$ cat config.mk
export PLATFORM = sky130hd
export DESIGN_NAME = reset_sequencer
export DESIGN_NICKNAME = d
export VERILOG_FILES = /design/src/rtl/reset_sequencer_pkg.sv /design/src/rtl/reset_sequencer_timer.sv /design/src/rtl/reset_sequencer.sv
export SDC_FILE = /design/constraint.sdc
export NUM_CORES = 1
export LEC_CHECK = 0
export CORE_MARGIN = 5
export CORE_UTILIZATION = 54
export CTS_CLUSTER_SIZE = 16
export DETAILED_ROUTE_END_ITERATION = 10
export MAX_ROUTING_LAYER = met4
export PLACE_DENSITY = 0.85
export SYNTH_ARGS = -nofsm -noshare
export SYNTH_HDL_FRONTEND = slang
export SYNTH_SLANG_ARGS = --single-unit
$ cat constraint.sdc
create_clock -name clk -period 2.5 [get_ports clk]
set_input_delay 0.375 -clock clk [delete_from_list [all_inputs] [get_ports clk]]
set_output_delay 0.375 -clock clk [all_outputs]
set_load 0.01 [all_outputs]
$ cat src/rtl/reset_sequencer_pkg.sv
// ---------------------------------------------------------------------------
// reset_sequencer_pkg : shared state encoding and width helper
// Rev 1.0
// ---------------------------------------------------------------------------
`default_nettype none

package reset_sequencer_pkg;

    typedef enum logic [2:0] {
        ST_IDLE     = 3'd0,
        ST_HOLD     = 3'd1,
        ST_WAIT_ACK = 3'd2,
        ST_DONE     = 3'd3,
        ST_FAULT    = 3'd4
    } seq_state_e;

    // $clog2 that never returns 0, so single-value fields still get one bit
    function automatic int clog2_min1(input int value);
        return (value <= 2) ? 1 : $clog2(value);
    endfunction

endpackage

`default_nettype wire

$ cat src/rtl/reset_sequencer_timer.sv
// ---------------------------------------------------------------------------
// rst_seq_timer : clearable saturating up-counter with terminal-count flag
// Rev 1.0
// ---------------------------------------------------------------------------
`default_nettype none

module rst_seq_timer #(
    parameter int CNT_W = 4
) (
    input  logic             clk,
    input  logic             reset,
    input  logic             clear,
    input  logic             inc,
    input  logic [CNT_W-1:0] tc_value,
    output logic             tc
);

    logic [CNT_W-1:0] count_q;
    logic [CNT_W-1:0] count_d;

    always_comb begin
        count_d = count_q;
        if (clear) begin
            count_d = '0;
        end else if (inc && (count_q != {CNT_W{1'b1}})) begin
            count_d = count_q + 1'b1;
        end
    end

    always_ff @(posedge clk) begin
        if (reset) begin
            count_q <= '0;
        end else begin
            count_q <= count_d;
        end
    end

    assign tc = (count_q == tc_value);

endmodule

`default_nettype wire

$ cat src/rtl/reset_sequencer.sv
// ---------------------------------------------------------------------------
// reset_sequencer : releases downstream reset domains in order with ack/timeout
// Rev 1.0
// ---------------------------------------------------------------------------
`default_nettype none

module reset_sequencer
    import reset_sequencer_pkg::*;
#(
    parameter int NUM_STAGES     = 4,
    parameter int HOLD_CYCLES    = 16,
    parameter int TIMEOUT_CYCLES = 1024
) (
    input  logic                                clk,
    input  logic                                reset,
    input  logic                                por_rst_in,
    input  logic [NUM_STAGES-1:0]               stage_ack,
    output logic [NUM_STAGES-1:0]               stage_rst_out,
    output logic                                all_done,
    output logic                                timeout_err,
    output logic [clog2_min1(NUM_STAGES)-1:0]   fault_stage
);

    localparam int c_fs_w  = clog2_min1(NUM_STAGES);
    localparam int c_cnt_w = clog2_min1(((HOLD_CYCLES > TIMEOUT_CYCLES) ?
                                         HOLD_CYCLES : TIMEOUT_CYCLES) + 1);
    localparam logic [c_cnt_w-1:0] c_hold_last  = c_cnt_w'(HOLD_CYCLES - 1);
    localparam logic [c_cnt_w-1:0] c_tmo_last   = c_cnt_w'(TIMEOUT_CYCLES - 1);
    localparam logic [c_fs_w-1:0]  c_last_stage = c_fs_w'(NUM_STAGES - 1);
    localparam bit                 c_tmo_en     = (TIMEOUT_CYCLES != 0);

    seq_state_e              state_q, state_d;
    logic [c_fs_w-1:0]       stage_idx_q, stage_idx_d;
    logic [NUM_STAGES-1:0]   stage_rst_q, stage_rst_d;
    logic                    all_done_q, all_done_d;
    logic                    timeout_err_q, timeout_err_d;
    logic [c_fs_w-1:0]       fault_stage_q, fault_stage_d;

    logic                    tmr_clear;
    logic                    tmr_inc;
    logic [c_cnt_w-1:0]      tmr_tc_value;
    logic                    tmr_tc;

    // One timer serves both phases; only its terminal value changes
    rst_seq_timer #(
        .CNT_W (c_cnt_w)
    ) u_timer (
        .clk      (clk),
        .reset    (reset),
        .clear    (tmr_clear),
        .inc      (tmr_inc),
        .tc_value (tmr_tc_value),
        .tc       (tmr_tc)
    );

    always_comb begin
        state_d       = state_q;
        stage_idx_d   = stage_idx_q;
        stage_rst_d   = stage_rst_q;
        all_done_d    = all_done_q;
        timeout_err_d = timeout_err_q;
        fault_stage_d = fault_stage_q;
        tmr_clear     = 1'b0;
        tmr_inc       = 1'b0;
        tmr_tc_value  = (state_q == ST_HOLD) ? c_hold_last : c_tmo_last;

        if (por_rst_in) begin
            state_d       = ST_IDLE;
            stage_idx_d   = '0;
            stage_rst_d   = '1;
            all_done_d    = 1'b0;
            timeout_err_d = 1'b0;
            fault_stage_d = '0;
            tmr_clear     = 1'b1;
        end else begin
            case (state_q)
                ST_IDLE: begin
                    stage_rst_d = '1;
                    all_done_d  = 1'b0;
                    tmr_clear   = 1'b1;
                    state_d     = ST_HOLD;
                end
                ST_HOLD: begin
                    if (tmr_tc) begin
                        stage_rst_d[stage_idx_q] = 1'b0;
                        tmr_clear                = 1'b1;
                        state_d                  = ST_WAIT_ACK;
                    end else begin
                        tmr_inc = 1'b1;
                    end
                end
                ST_WAIT_ACK: begin
                    // An ack on the last timeout cycle is checked first and wins
                    if (stage_ack[stage_idx_q]) begin
                        tmr_clear = 1'b1;
                        if (stage_idx_q == c_last_stage) begin
                            all_done_d = 1'b1;
                            state_d    = ST_DONE;
                        end else begin
                            stage_idx_d = stage_idx_q + 1'b1;
                            state_d     = ST_HOLD;
                        end
                    end else if (c_tmo_en && tmr_tc) begin
                        stage_rst_d   = '1;
                        all_done_d    = 1'b0;
                        timeout_err_d = 1'b1;
                        fault_stage_d = stage_idx_q;
                        state_d       = ST_FAULT;
                    end else begin
                        tmr_inc = 1'b1;
                    end
                end
                ST_DONE:  ;
                ST_FAULT: ;
                default: begin
                    state_d     = ST_IDLE;
                    stage_rst_d = '1;
                end
            endcase
        end
    end

    always_ff @(posedge clk) begin
        if (reset) begin
            state_q       <= ST_IDLE;
            stage_idx_q   <= '0;
            stage_rst_q   <= '1;
            all_done_q    <= 1'b0;
            timeout_err_q <= 1'b0;
            fault_stage_q <= '0;
        end else begin
            state_q       <= state_d;
            stage_idx_q   <= stage_idx_d;
            stage_rst_q   <= stage_rst_d;
            all_done_q    <= all_done_d;
            timeout_err_q <= timeout_err_d;
            fault_stage_q <= fault_stage_d;
        end
    end

    assign stage_rst_out = stage_rst_q;
    assign all_done      = all_done_q;
    assign timeout_err   = timeout_err_q;
    assign fault_stage   = fault_stage_q;

endmodule

`default_nettype wire

==> run summary, run 1 <==
Post-route ant nets: 0
Tot GR Track Use: 19.9%
#FFs+latches synth: 24
Largest net degree at the start of global routing: 17
Die H: 59.3 um
Seq pwr share: 58.1%
Via/cell ratio: 6.28
Number of CTS-inserted buffers: 3
Final Critical Period: 2350 ps
Post-synth EDFFs: 0
Clk_skew: 8.62 ps
CTS sink cnt: 24
Ys async rst share: 0%
Sequential share of the synthesized area: 36.6%
Period utilization: 93.9%
1st-iter DRT viols: 70
Met2 routed WL: 1.48 mm
Switching part of the total: 24.0%
Clk network pwr share: 32.4%
Max cap viols: 0
Largest fanout on the critical path: 16
Layout cells sized above 1: 13.9%
Switching power: 0.160 mW
Layout area overhead: 20.1%
Fin. max-slew vios: 0
Met1 wire length: 1.41 mm
WL met3: 105 um
Syn Area/Cell: 9.24 um2
Endpoints failing hold: 0
Pre-Repair DR Iteration Count: 4
Crit-path leading delay family: simple AND/OR/NAND/NOR gates
Cells after synthesis: 142
Later-pin clock latency in the skew report: 330 ps
Outcome: finished clean
Max_slew headroom: 69.6%
Slew at the pin with the worst max-slew slack: 450 ps
Leakage: 0.566 nW
Port Buffer Count: 14
Power share of the combinational group: 9.5%
Root Driver: clkbuf_4
CP max stage delay: 530 ps
H-tree Lvls: 1
Main synth FF type: dfxtp_1
Crit end category: flip-flop
Pre-CTS setup slack: -241 ps
Post-route DRC: 0
Reg clk slew, reported paths: 140 ps
Number of top-level pins: 15
Pint: 0.505 mW
Critical Path Source Type: input pin
Antenna violations before repair: 0
Drt total wl: 3.02 mm
Fin worst setup slack: 152 ps
Core area: 2280 um2
Pwr Total: 0.665 mW
RSZ-0062 raised after global routing: no
Max clock buf depth: 2
Cell area after synthesis: 1310 um2
Post-Syn Nets: 154
Gr ovfl total: 0
Vias in the first global route: 1151
Final setup fails: 0
Cell variety after synth: 48
Number of buffer and inverter stages on the critical path: 1
Max VDD drop: 0.343 mV
WP data required: 2770 ps
Arrival time worst endpoint: 2610 ps
Routability cong.: 0.841
DR WL/cell: 15.6 um
Max Clk Rate: 0.426 GHz
Dpl hpwl: 2.31 mm
Die width: 59.3 um
Slowest-stage cell, CP: mux4_2
Routed via count: 1219
Final nets: 179
PwrDens: 422 nW/um2
Hold crit path type: reg2reg
Top Layer Used: met4
DIE AREA: 3520 um2
Rows: 17
Setup Crit Path Kind: in2reg
First-pass GRT wire length: 5.28 mm
CTS tree: done
Count of warnings emitted by yosys: 0
Setup repair bufs after CTS: 0
Diodes inserted: 0
Starting Density: 57.7%
Critical-path cell list: clkdlybuf4s50_1 > mux4_2 > nand2b_4 > a211o_2 > or4_1 > a21oi_1
==> stage by stage <==
stage / std cells / area [um2] / hold WS, ps / setup TNS [ps] / utilization (%)
2_1_floorplan: 142 / 1310 / 468 / 0 / -
3_3_place_gp: 190 / 1540 / 436 / -944 / 67.6
3_5_place_dp: 190 / 1540 / 444 / -1890 / 67.6
4_1_cts: 194 / 1580 / 465 / 0 / 69.2
5_1_grt: 194 / 1580 / 508 / 0 / 69.3
6_report: 194 / 1580 / 460 / 0 / 69.3
==> cell usage after synthesis (2+ instances only) <==
cell | instances | share of area (%)
or3_1 | 4 | 1.9
nor4_1 | 3 | 1.4
nand4_1 | 2 | 0.95
o31ai_1 | 6 | 3.4
ha_1 | 5 | 4.8
a311o_1 | 4 | 3.1
inv_1 | 3 | 0.86
and2_1 | 2 | 0.95
a21boi_0 | 4 | 2.3
nand2_1 | 8 | 2.3
nor3_1 | 3 | 1.1
dfxtp_1 | 24 | 37
buf_4 | 2 | 1.1
nand3_1 | 4 | 1.5
and4_1 | 2 | 1.3
clkbuf_1 | 2 | 0.57
a21oi_1 | 11 | 4.2
o21ai_1 | 3 | 1.1
a211o_1 | 2 | 1.3
or2_2 | 2 | 0.95
nor2_1 | 8 | 2.3
a31oi_1 | 3 | 1.4
o21bai_1 | 2 | 1.1
mux2i_1 | 3 | 2.3
or4_1 | 6 | 3.4
o21a_1 | 2 | 1.1
==> power groups by stage <==
| stage | logic (mW) | clock network [mW] | registers [mW] |
|---|---|---|---|
| floorplan | 0.0375 | 0 | 0.395 |
| global placement | 0.0594 | 0 | 0.394 |
| detailed placement | 0.0623 | 0 | 0.395 |
| CTS | 0.0625 | 0.219 | 0.386 |
| global route | 0.0692 | 0.236 | 0.387 |
| finish | 0.0629 | 0.215 | 0.386 |
==> worst min-delay path, cell delays in order (launching register included) <==
cell	delay, ps
dfxtp_1	340
inv_1	50
a21oi_1	50
==> worst paths after layout <==
kind,from,endpoint,slack [ps],depth (start not counted)
max,stage_ack[3],u_timer.count_q[7],150,6
min,timeout_err,timeout_err,460,2
max reg2reg,stage_idx_q[0],u_timer.count_q[7],190,5
min reg2reg,timeout_err,timeout_err,460,2
==> area by class of cell <==
type,count,area (um2)
fill,182,699
timing repair buffer,26,230
multi-input combinational,109,783
sequential,24,480
inverter,3,11.3
clock buffer,4,36.3
tap,28,35.0
==> layer usage <==
metal | vias to the layer above | GRT usage, %
li1 | 608 | -
met1 | 578 | 25.5
met2 | 30 | 32.0
met3 | 3 | 2.61
met4 | 0 | 6.80
met5 | - | -
==> registers in the layout, indices dropped and copies added, names as in the netlist <==
signal / cells
all_done: 1
fault_stage: 2
stage_idx_q: 2
stage_rst_out: 4
state_q: 3
timeout_err: 1
u_timer.count_q: 11
==> layout by cell type, fill, tap and decap left out, types with 2 or more instances in the layout <==
cell type | Yosys | layout
or4_1 | 6 | 6
or2_2 | 2 | 2
a21boi_0 | 4 | 4
clkdlybuf4s50_1 | 0 | 14
inv_1 | 3 | 3
nand3_1 | 4 | 4
buf_4 | 2 | 12
and2_1 | 2 | 2
clkbuf_4 | 0 | 3
or3_1 | 4 | 4
a311o_1 | 4 | 4
mux2i_1 | 3 | 3
ha_1 | 5 | 5
o21ai_1 | 3 | 3
o21a_1 | 2 | 2
nor2_1 | 8 | 8
a21oi_1 | 11 | 11
nand2_1 | 8 | 8
nand4_1 | 2 | 2
dfxtp_1 | 24 | 24
a31oi_1 | 3 | 3
and4_1 | 2 | 2
nor3_1 | 3 | 3
o21bai_1 | 2 | 2
o31ai_1 | 6 | 6
nor4_1 | 3 | 3
==> kinds of logic (layout without fill, tap and decap cells) <==
group	Yosys count	count (layout)	synth area share, %
buffers and inverters	9	33	3.81
and+or+nand+nor	54	54	25.6
xor gates and xnor gates	1	1	0.667
DFF	24	24	36.6
muxes	4	4	4.00
adders and majority gates	5	5	4.77
AOI/OAI and AO/OA	45	45	24.5
==> timing repair <==
action / CTS / global route
hold buffers: 0 / 0
endpoints found under the hold margin: 0 / 0
gates resized for setup: 0 / 1
setup endpoints to repair: 0 / 7
Note: power is estimated with default switching activity, not from simulation.
==> run 2: changes to the inputs <==
--- a/config.mk
+++ b/config.mk
@@ -5,12 +5,15 @@
 export SDC_FILE = /design/constraint.sdc
 export NUM_CORES = 1
 export LEC_CHECK = 0
+export ABC_AREA = 0
+export CELL_PAD_IN_SITES_DETAIL_PLACEMENT = 1
+export CELL_PAD_IN_SITES_GLOBAL_PLACEMENT = 1
 export CORE_MARGIN = 5
-export CORE_UTILIZATION = 54
+export CORE_UTILIZATION = 42
 export CTS_CLUSTER_SIZE = 16
 export DETAILED_ROUTE_END_ITERATION = 10
 export MAX_ROUTING_LAYER = met4
-export PLACE_DENSITY = 0.85
+export PLACE_DENSITY = 0.86
 export SYNTH_ARGS = -nofsm -noshare
 export SYNTH_HDL_FRONTEND = slang
 export SYNTH_SLANG_ARGS = --single-unit
==> run 2 against run 1 <==
Compared with the run above: fmax decreased by 0.10%; count of clock-buffer cells in the layout decreased by 1; hold slack got worse by 2.8 ps; setup slack got worse by 2.4 ps; highest routed layer unchanged; wire length increased by 22%; clock power decreased by 19%; die area increased by 23%; flip-flop and latch count unchanged; critical path type unchanged; global-route usage decreased by 0.63 points.
==> run summary, run 2 (same netlist as run 1, synthesis figures left out) <==
Outcome: finished clean
Switching power: 0.155 mW
Slew at the pin with the worst max-slew slack: 570 ps
Final hold slack: 458 ps
HP Start: timeout_err
Crit-path leading delay family: simple AND/OR/NAND/NOR gates
Post-route ant nets: 0
Layout area overhead: 22.2%
Root Driver: clkbuf_4
Starting Density: 43.3%
Layout cells sized above 1: 15.0%
WHS Endpoint: timeout_err
Number of top-level pins: 15
1st-iter DRT viols: 42
Fin. max-slew vios: 0
RSZ-0062 raised after global routing: no
Number of buffer and inverter stages on the critical path: 1
Pre-CTS setup slack: -226 ps
Largest fanout on the critical path: 14
Drt total wl: 3.70 mm
Inst Count DP: 208
Max VDD drop: 0.168 mV
Diodes inserted: 0
Routability cong.: 0.783
Critical-path cell list: clkdlybuf4s50_1 > mux4_2 > nand2b_4 > a211o_2 > or4_1 > a21oi_1
Pre-Repair DR Iteration Count: 4
Via/cell ratio: 6.00
Final setup fails: 0
Tot GR Track Use: 19.3%
Critical Path Source Type: input pin
Max Clk Rate: 0.425 GHz
Power share of the combinational group: 11.0%
Final instance count without filler cells: 211
Pint: 0.475 mW
Leakage: 0.569 nW
Area after DPL: 1570 um2
Period utilization: 94.0%
Switching part of the total: 24.6%
Setup Crit Path Kind: in2reg
Setup repair bufs after CTS: 0
Fillers: 370
CTS tree: done
R2r setup slk: 200 ps
Die width: 65.9 um
Endpoints failing hold: 0
First-pass GRT wire length: 6.42 mm
Crit Reg-Reg Endpoint: u_timer.count_q[3]
Largest net degree at the start of global routing: 15
Reg clk slew, reported paths: 130 ps
Antenna violations before repair: 0
Max FFs per register: 11
Later-pin clock latency in the skew report: 320 ps
Die H: 65.9 um
Max_slew headroom: 61.9%
DIE AREA: 4340 um2
Final Critical Period: 2350 ps
Core area: 3030 um2
CTS sink cnt: 24
Seq pwr share: 61.4%
Post-route DRC: 0
Max cap viols: 0
DR WL/cell: 17.5 um
Most frequent cells in the layout: dfxtp_1, clkdlybuf4s50_1, buf_4, a21oi_1
Largest Register: u_timer.count_q
Final Cell Area: 1600 um2
Hold path depth: 2
Port Buffer Count: 14
Gr ovfl total: 0
Clk_skew: 3.99 ps
CP max stage delay: 550 ps
Register-to-Register Path Depth: 5
Dpl hpwl: 2.82 mm
Rows: 20
Routed via count: 1267
Number of CTS-inserted buffers: 3
Max clock buf depth: 2
H-tree Lvls: 1
Crit end category: flip-flop
Crit Reg-Reg Startpoint: stage_idx_q[0]
WP data required: 2760 ps
PwrDens: 392 nW/um2
Arrival time worst endpoint: 2610 ps
Vias in the first global route: 1338
Hold crit path type: reg2reg
Slowest-stage cell, CP: or4_1
Clk network pwr share: 27.6%
Fin worst setup slack: 149 ps
Final nets: 181
Commonest non-fill, non-tap cell in the layout: dfxtp_1
## run 2: cell count changes in the layout (fill, tap and decap cells not counted)
| cell | delta |
|---|---|
| buf_4 | +2 |
| a31oi_1 | -1 |
| a31oi_2 | +1 |
| clkbuf_8 | -1 |
## run 2: worst max-delay path by stage
stage / from / cells past startpoint / end
finish: stage_ack[3] / 6 / u_timer.count_q[3]
floorplan: stage_idx_q[0] / 6 / u_timer.count_q[8]
global route: u_timer.count_q[0] / 7 / stage_rst_out[3]
global placement: stage_ack[3] / 7 / u_timer.count_q[2]
detailed placement: stage_ack[3] / 6 / u_timer.count_q[3]
CTS: stage_ack[3] / 6 / u_timer.count_q[3]
## run 2: power by group through the flow
stage / Clock, mW / Sequential, mW / Combinational, mW
5_1_grt: 0.202 / 0.387 / 0.0747
3_5_place_dp: 0 / 0.395 / 0.0671
6_report: 0.174 / 0.386 / 0.0695
3_3_place_gp: 0 / 0.394 / 0.0630
2_1_floorplan: 0 / 0.395 / 0.0375
4_1_cts: 0.179 / 0.386 / 0.0680
## run 2: what timing repair did
item                                    CTS  global route
hold buffers                              0             0
resized for setup                         0             2
endpoints found under the setup margin    0            13
## run 2: layer usage
layer | vias to the layer above | GRT usage (%) | part of all wire (%)
met5 | - | - | 0
met2 | 9 | 33.7 | 51
met4 | 0 | 3.89 | 1.0
li1 | 610 | - | -
met1 | 643 | 23.7 | 46
met3 | 5 | 2.55 | 1.8
## run 2: final cells by class
cell class	instances	area (um2)	share of cell area [%]
multi-input cells	109	790	49.2
flip-flops and latches	24	480	30.0
repair buffers	28	245	15.3
well taps	44	55.1	3.43
clock buffers	3	22.5	1.40
inverters	3	11.3	0.702
## run 2: metrics by stage
step | power [mW] | setup TNS (ps) | util [%]
CTS | 0.633 | 0 | 52.7
detailed placement | 0.462 | -1420 | 52.0
finish | 0.629 | 0 | 53.0
floorplan | 0.433 | 0 | -
global route | 0.664 | 0 | 53.0
global placement | 0.457 | -615 | 52.0
## run 2: worst min-delay path: stages, from the launching register on
cell,delay (ps)
dfxtp_1,330
inv_1,50
a21oi_1,50
==> run 3: changes to the inputs <==
--- a/config.mk
+++ b/config.mk
@@ -9,11 +9,11 @@
 export CELL_PAD_IN_SITES_DETAIL_PLACEMENT = 1
 export CELL_PAD_IN_SITES_GLOBAL_PLACEMENT = 1
 export CORE_MARGIN = 5
-export CORE_UTILIZATION = 42
+export CORE_UTILIZATION = 25
 export CTS_CLUSTER_SIZE = 16
 export DETAILED_ROUTE_END_ITERATION = 10
 export MAX_ROUTING_LAYER = met4
-export PLACE_DENSITY = 0.86
+export PLACE_DENSITY = 0.59
 export SYNTH_ARGS = -nofsm -noshare
 export SYNTH_HDL_FRONTEND = slang
 export SYNTH_SLANG_ARGS = --single-unit
==> run 3 against run 2 <==
Compared with the run above: non-clock buffer count did not move; setup slack got worse by 72 ps; critical endpoint is now u_timer.count_q[6]; design area rose by 3.5%; final cell count rose by 12%; combinational power fell by 2%; wire length rose by 2.2%; total power rose by 9.8%; global-route usage fell by 6.7 points; clock skew fell by 1.8 ps; critical path depth rose by 1; count of clock-buffer cells in the layout did not move.
==> run summary, run 3 (same netlist as run 1, synthesis figures left out) <==
Outcome: finished clean
H-tree Lvls: 1
1st-iter DRT viols: 34
Max FFs per register: 11
Rows: 26
Starting Density: 25.7%
CTS tree: done
Most frequent cells in the layout: dfxtp_1, clkdlybuf4s50_1, buf_4, a21oi_1
First-pass GRT wire length: 6.33 mm
Via/cell ratio: 5.30
Number of top-level pins: 15
Die width: 82.5 um
Pre-CTS setup slack: -213 ps
WP data required: 2700 ps
Tot GR Track Use: 12.5%
Critical Path Source Type: input pin
Routability cong.: 0.809
Fillers: 613
Fin. max-slew vios: 0
Gr ovfl total: 0
Final setup fails: 0
Final Critical Period: 2420 ps
Dpl hpwl: 2.83 mm
Max clock buf depth: 2
CP max stage delay: 490 ps
Hold path depth: 2
R2r setup slk: 170 ps
Post-route ant nets: 0
Largest net degree at the start of global routing: 17
Endpoints failing hold: 0
Crit end category: flip-flop
Pre-Repair DR Iteration Count: 3
WHS Endpoint: timeout_err
Largest Register: u_timer.count_q
Clk_skew: 2.15 ps
Largest fanout on the critical path: 16
Diodes inserted: 0
Later-pin clock latency in the skew report: 270 ps
Hold crit path type: reg2reg
DR WL/cell: 15.9 um
Antenna violations before repair: 0
Leakage: 0.578 nW
Max VDD drop: 0.248 mV
Port Buffer Count: 14
Final nets: 181
Routed via count: 1255
Drt total wl: 3.78 mm
Vias in the first global route: 1398
Setup Crit Path Kind: in2reg
Critical-path cell list: clkdlybuf4s50_1 > mux4_2 > nand2b_4 > a211o_1 > buf_4 > or3_1 > a21oi_1
CTS sink cnt: 24
Number of CTS-inserted buffers: 3
Footprint of the multi-input gates: 795 um2
Crit Reg-Reg Startpoint: stage_idx_q[0]
Reg clk slew, reported paths: 90 ps
Commonest non-fill, non-tap cell in the layout: dfxtp_1
Max_slew headroom: 64.6%
Period utilization: 96.9%
RSZ-0062 raised after global routing: no
Slowest-stage cell, CP: mux4_2
Setup repair bufs after CTS: 0
Die H: 82.5 um
Crit Reg-Reg Endpoint: u_timer.count_q[6]
PwrDens: 416 nW/um2
Max Clk Rate: 0.413 GHz
Final hold slack: 455 ps
Max cap viols: 0
Core area: 5110 um2
Root Driver: clkbuf_8
Slew at the pin with the worst max-slew slack: 530 ps
HP Start: timeout_err
Post-route DRC: 0
Register area: 480 um2
DIE AREA: 6800 um2
Layout area overhead: 26.5%
Pwr Total: 0.691 mW
Register-to-Register Path Depth: 6
Layout cells sized above 1: 15.0%
Fin worst setup slack: 77.0 ps
Arrival time worst endpoint: 2620 ps
[run 3: cell types whose count changed in the layout (fill, tap and decap cells not counted)]
cell	previous run	this run
a211o_2	1	0
a211o_1	1	2
nor4b_2	0	1
nor4b_1	1	0
clkbuf_4	3	0
clkbuf_8	0	3
[run 3: through the flow]
step / util (%) / setup TNS, ps / instance area [um2] / std cells
after global routing: 32.5 / 0 / 1660 / 237
after global placement: 31.5 / -690 / 1610 / 234
final: 32.5 / 0 / 1660 / 237
after floorplan: - / 0 / 1310 / 142
after CTS: 32.3 / 0 / 1650 / 237
after detailed placement: 31.5 / -1340 / 1610 / 234
[run 3: where the power goes]
group | switching, mW | total (mW) | internal, mW
clock | 0.129 | 0.237 | 0.108
combinational | 0.0347 | 0.0678 | 0.0330
sequential | 0.00130 | 0.386 | 0.384
[run 3: worst max path at each step]
| stage | startpoint | end | slack [ps] | cells after the start |
|---|---|---|---|---|
| after floorplan | stage_idx_q[0] | u_timer.count_q[8] | 290 | 6 |
| after global placement | stage_ack[3] | u_timer.count_q[6] | -130 | 7 |
| after detailed placement | stage_ack[3] | u_timer.count_q[8] | -210 | 6 |
| after CTS | stage_ack[3] | u_timer.count_q[8] | 50 | 6 |
| after global routing | u_timer.count_q[0] | stage_rst_out[2] | 20 | 6 |
| final | stage_ack[3] | u_timer.count_q[6] | 80 | 7 |
[run 3: metal layers]
layer | up-vias | GRT usage, % | routed length (um)
met1 | 619 | 13.8 | 1700
met5 | - | - | 0
li1 | 605 | - | -
met4 | 0 | 4.98 | 91
met3 | 8 | 2.93 | 103
met2 | 23 | 21.7 | 1880
[run 3: final cells by class]
cell class / instances / share of cell area [%]
Inverter: 3 / 0.678
Tap cell: 70 / 5.28
Sequential cell: 24 / 28.9
Multi-Input combinational cell: 109 / 47.9
Clock buffer: 3 / 2.49
Timing Repair Buffer: 28 / 14.8
[run 3: critical path, delay by kind of cell]
family | cells | cell delay (ps)
compound gates | 2 | 630
simple gates | 2 | 500
buf+inv | 2 | 620
mux | 1 | 490
[run 3: timing repair]
action,CTS,global route
hold buffers,0,0
resized for setup,0,2
setup endpoints to repair,0,8
